===== config.mk =====
export PLATFORM = sky130hd
export DESIGN_NAME = register_file
export DESIGN_NICKNAME = d
export VERILOG_FILES = /design/src/rtl/mips_pkg.sv /design/src/rtl/register_word.sv /design/src/rtl/register_file.sv
export SDC_FILE = /design/constraint.sdc
export NUM_CORES = 2
export LEC_CHECK = 0
export ABC_CLOCK_PERIOD_IN_PS = 2400
export CAP_MARGIN = 20
export CORE_MARGIN = 4
export CORE_UTILIZATION = 50
export DETAILED_ROUTE_END_ITERATION = 10
export GPL_TIMING_DRIVEN = 0
export PLACE_DENSITY = 0.64
export SLEW_MARGIN = 25
export SYNTH_ARGS = -nofsm -noshare
export SYNTH_HDL_FRONTEND = slang
export SYNTH_HIERARCHICAL = 1
export SYNTH_SLANG_ARGS = --single-unit
export TNS_END_PERCENT = 50

===== constraint.sdc =====
create_clock -name clk -period 2.4 [get_ports clk]
set_input_delay 0.36 -clock clk [delete_from_list [all_inputs] [get_ports clk]]
set_output_delay 0.36 -clock clk [all_outputs]
set_load 0.02 [all_outputs]

===== src/rtl/mips_pkg.sv =====
// Shared MIPS decode/write-back definitions: default widths, the hardwired
// zero register address and the register address/data types.
package mips_pkg;

  localparam int unsigned DEFAULT_DATA_WIDTH = 32;
  localparam int unsigned DEFAULT_ADDR_WIDTH = 5;

  localparam logic [4:0] REG_ZERO = 5'd0;

  typedef logic [DEFAULT_ADDR_WIDTH-1:0] reg_addr_t;
  typedef logic [DEFAULT_DATA_WIDTH-1:0] reg_data_t;

endpackage


===== src/rtl/register_word.sv =====
// One register-file word: a bank of enable-gated D flops with an
// asynchronous active-low clear.
module register_word #(
  parameter int unsigned DATA_WIDTH = 32
) (
  input  logic                  clk,
  input  logic                  rst,
  input  logic                  en,
  input  logic [DATA_WIDTH-1:0] d,
  output logic [DATA_WIDTH-1:0] q
);

  logic [DATA_WIDTH-1:0] q_q;

  // Load on enable, clear immediately when reset falls.
  always_ff @(posedge clk or negedge rst) begin
    if (!rst) begin
      q_q <= '0;
    end else if (en) begin
      q_q <= d;
    end
  end

  assign q = q_q;

endmodule


===== src/rtl/register_file.sv =====
// MIPS general-purpose register file: two combinational read ports, one
// clocked write port, $0 hardwired to zero.
// Optional feature: define REGFILE_BYPASS_EN for write-through bypass of a
// same-cycle write onto the read ports (resolves the WB-to-ID hazard).
module register_file
  import mips_pkg::*;
#(
  parameter int unsigned DATA_WIDTH = DEFAULT_DATA_WIDTH,
  parameter int unsigned ADDR_WIDTH = DEFAULT_ADDR_WIDTH
) (
  input  logic                  clk,
  input  logic                  rst,
  input  logic                  we,
  input  logic [ADDR_WIDTH-1:0] wa,
  input  logic [DATA_WIDTH-1:0] wd,
  input  logic [ADDR_WIDTH-1:0] ra1,
  input  logic [ADDR_WIDTH-1:0] ra2,
  output logic [DATA_WIDTH-1:0] rd1,
  output logic [DATA_WIDTH-1:0] rd2
);

  localparam int unsigned NumRegs = 2 ** ADDR_WIDTH;

  logic [DATA_WIDTH-1:0] words [NumRegs];

  // Word 0 has no storage.
  assign words[0] = '0;

  for (genvar i = 1; i < NumRegs; i++) begin : g_word
    logic word_en;

    // One-hot decode of the write address gated by the write enable.
    assign word_en = we && (wa == ADDR_WIDTH'(i));

    register_word #(
      .DATA_WIDTH(DATA_WIDTH)
    ) u_word (
      .clk(clk),
      .rst(rst),
      .en (word_en),
      .d  (wd),
      .q  (words[i])
    );
  end

`ifdef REGFILE_BYPASS_EN
  localparam logic [ADDR_WIDTH-1:0] ZeroAddr = ADDR_WIDTH'(REG_ZERO);

  logic bypass_ok;

  // Bypass only for a real write: out of reset, enabled, nonzero target.
  assign bypass_ok = rst && we && (wa != ZeroAddr);

  // Read port 1: stored word, or write data when it targets the same register.
  always_comb begin
    rd1 = words[ra1];
    if (bypass_ok && (ra1 == wa)) begin
      rd1 = wd;
    end
  end

  // Read port 2: stored word, or write data when it targets the same register.
  always_comb begin
    rd2 = words[ra2];
    if (bypass_ok && (ra2 == wa)) begin
      rd2 = wd;
    end
  end
`else
  // Read port 1: stored word; a same-cycle write shows up after the edge.
  always_comb begin
    rd1 = words[ra1];
  end

  // Read port 2: stored word; a same-cycle write shows up after the edge.
  always_comb begin
    rd2 = words[ra2];
  end
`endif

endmodule


==> impl_results.md <==
- Commonest non-fill, non-tap cell in the layout: dfrtp_1
- Multi-input gate area: 31400 sq um
- Yosys synthesis warning count: 6
- Max Slew Vio Count: 0
- Synth Area per Inst: 16.3 sq um
- Chip Height: 349 microns
- Share of post-route cells with drive strength above 1: 57.8%
- Final critical-path setup slack: -0.520 ns
- Site Rows: 124
- Most frequent cells in the layout: 992 x dfrtp_1, 930 x mux2_4, 384 x mux4_2
- Global-route wire length before repair: 281 mm
- Wirelength per Cell: 35.9 microns
- CTS buffer count: 110
- Max Freq: 342 MHz
- Least-Margin Pin Slew: 1.18 ns
- Power per cell area: 808 nW/um^2
- Main combinational cell family by area after synthesis: multiplexers
- Pre-CTS setup slack: -2.77 ns
- Fin crit share: 122%
- R2r worst-path depth: 2
- CP Class: in2out
- Top Ports: 114
- Hpwl dp: 131 mm
- Gr usage total: 32.1%
- CP arrival: 2.56 ns
- Worst hold path class: in2async
- Syn Inst Count: 3570
- Global route overflow: 0
- Max reg flops: 992
- Vias in the first global route: 37300
- Cells along the critical path: clkbuf_2, buf_8, buf_6, clkinvlp_4, clkbuf_4, a211oi_2, o31ai_1, clkdlybuf4s15_2
- Synth Area in Compound Gates: 5.79%
- RSZ-0062 raised after global routing: true
- Critical path peak fanout: 10
- WP data required: 2.04 ns
- Startpoint class of the critical path: primary input
- P_int: 39.2 mW
- Mapped Area: 58000 sq um
- Clock slew at reported path FFs: 0.06 ns
- WL final: 196 mm
- Logic pwr share: 25.8%
- Initial DRC Count: 3512
- Critical Path Max Stage Delay: 0.36 ns
- Slowest cell on the critical path: a211oi_2
- Post-layout min period: 2.92 ns
- Routed vias/inst: 6.62
- FF-to-FF Start: g_word[26].u_word/q[6]
- Worst Skew: 0 ns
- Largest net degree at the start of global routing: 135
- CP endpoint kind: output port
- Final setup violation count: 64
- P_sw: 15.6 mW
- Post-layout nets: 3887
- Mux contribution to synthesized area: 44.2%
- Seq pwr share: 41.6%
- Initial core utilization: 50.6%
- Critical path buffer and inverter count: 6
- Synth Area in Adders: 0%
- Routed Antenna Nets: 0
- Routed vias: 36000
- CTS tree: yes
- Drt first pass iters: 7
- VDD IR max: 0.614 mV
- Full die area: 122000 sq um
- Fillcell total: 8773
- DRC Markers: 0
- Die Wd: 349 microns
- Post-synth cell types: 29
- Core area: 115000 sq um
- Lkg Pwr: 29.5 nW
- Port Buffer Count: 103
- WHS: 0.00516 ns
- Clk_lat worst skew: 0.71 ns
- GPL Wtd Cong: 0.907
- Worst rel slew slack: 21.5%
- Area share of and/or/nand/nor cells after synthesis: 1.62%
- Max cap viols: 0
- Syn-to-layout area delta: 16.8%
- H-tree depth: 3
- Hold Fails Final Rpt: 0
- Status: complete, but fails checks
- Post-synthesis register bit count: 992
- R2R Setup Slk: 1.47 ns
- Max clock buf depth: 3
- Reg area: 24800 sq um
- R2r endpoint: g_word[26].u_word/q[6]
- Antenna violations before repair: 6
- Sequential-to-total area share from yosys stat: 42.8%
- Sw Share: 28.5%
- Root Driver: clkbuf_16
- Clock power share: 32.7%
- CP top delay family: buffers and inverters
- Syn Nets: 3620
- # clock sinks: 992
- Failing checks: setup timing
- Post-Synth XOR/XNOR Area: 0%
==> per-stage QoR <==
| step | util, % | cells | setup TNS [ns] | power (mW) | instance area (sq um) |
|---|---|---|---|---|---|
| 3_5_place_dp | 53.4 | 5207 | -304.26 | 35.9 | 61300 |
| 2_1_floorplan | - | 3570 | 0 | 31.6 | 58000 |
| 3_3_place_gp | 53.1 | 5185 | - | 35.5 | 61000 |
| 5_1_grt | 59.0 | 5440 | -27.68 | 56.7 | 67800 |
| 4_1_cts | 58.5 | 5424 | -27.55 | 54.5 | 67200 |
| 6_report | 59.0 | 5443 | -25.65 | 54.8 | 67800 |
==> final cells by class <==
class                      instances  share of cell area (%)
multi-input combinational       2238                    46.3
sequential                       992                    36.6
buffer                           336                    6.28
clock buffer                     167                    4.88
tap                             1512                    2.79
timing repair buffer             157                    2.33
clock inverter                    35                   0.751
inverter                           2                  0.0203
antenna                            4                  0.0148
==> power groups by stage <==
stage                     clock, mW  combinational (mW)  sequential, mW
after floorplan                   0                9.72            21.9
after global placement            0                12.6            22.9
after detailed placement          0                13.0            22.8
after CTS                      18.1                13.7            22.6
after global routing           18.8                14.8            23.1
final                          17.9                14.1            22.8
==> how the worst max path moves through the flow <==
stage,startpoint,end,slack [ns],cells past startpoint
after floorplan,ra2[0],rd2[23],0.08,9
after global placement,rst,g_word[13].u_word/q[26],-45.31,1
after detailed placement,ra1[1],rd1[10],-2.77,9
after CTS,g_word[31].u_word/q[21],rd2[21],-0.50,5
after global routing,g_word[26].u_word/q[18],rd1[18],-0.51,5
final,ra2[2],rd2[3],-0.52,8
==> routing by layer <==
| metal | share of wire [%] | track usage, % | vias up |
|---|---|---|---|
| met2 | 44 | 47.8 | 1812 |
| met4 | 4.8 | 12.8 | 2 |
| li1 | - | - | 14400 |
| met1 | 42 | 44.5 | 19400 |
| met5 | 0.0051 | 0 | - |
| met3 | 9.5 | 9.40 | 408 |
==> cell usage after synthesis <==
master	n	area, sq um
o31ai_1	64	480
mux2_2	126	1420
o21ai_1	64	320
buf_12	93	1860
buf_1	9	33.8
nor2_1	28	105
nand2b_1	7	43.8
and3_1	32	200
mux4_2	384	8650
buf_4	24	180
buf_2	45	225
clkbuf_1	120	450
o22ai_1	64	400
nand4b_1	2	17.5
nor2b_1	7	43.8
nand4_1	1	6.26
and2_1	34	213
dfrtp_1	992	24800
nand3b_1	1	7.51
nor3_1	7	35.0
nand2_1	69	259
mux2_4	930	14000
mux2i_1	160	1600
nand3_1	2	10.0
a22o_1	192	1680
a211oi_1	64	480
buf_6	47	529
inv_2	1	3.75
inv_1	1	3.75
==> cell families (layout without fill, tap and decap cells) <==
logic type / Yosys count / in the layout
AOI/OAI and AO/OA: 448 / 448
buffers and inverters: 340 / 697
DFF: 992 / 992
muxes: 1600 / 1600
other: 0 / 4
and+or+nand+nor: 190 / 190
==> tightest hold or removal path: cells and delay by family <==
kind / cells / cell delay, ns
buffers and inverters: 3 / 0.75
==> timing repair <==
| action | CTS | global route |
|---|---|---|
| resized for setup | 881 | 109 |
| buffers inserted | 9 | 15 |
| hold buffers | 8 | 0 |
| endpoints found under the hold margin | 103 | 0 |
| pin swaps | 89 | 63 |
| setup endpoints to repair | 64 | 83 |
| cloned | 0 | 0 |
No activity file was read; power rests on OpenSTA's default activity.
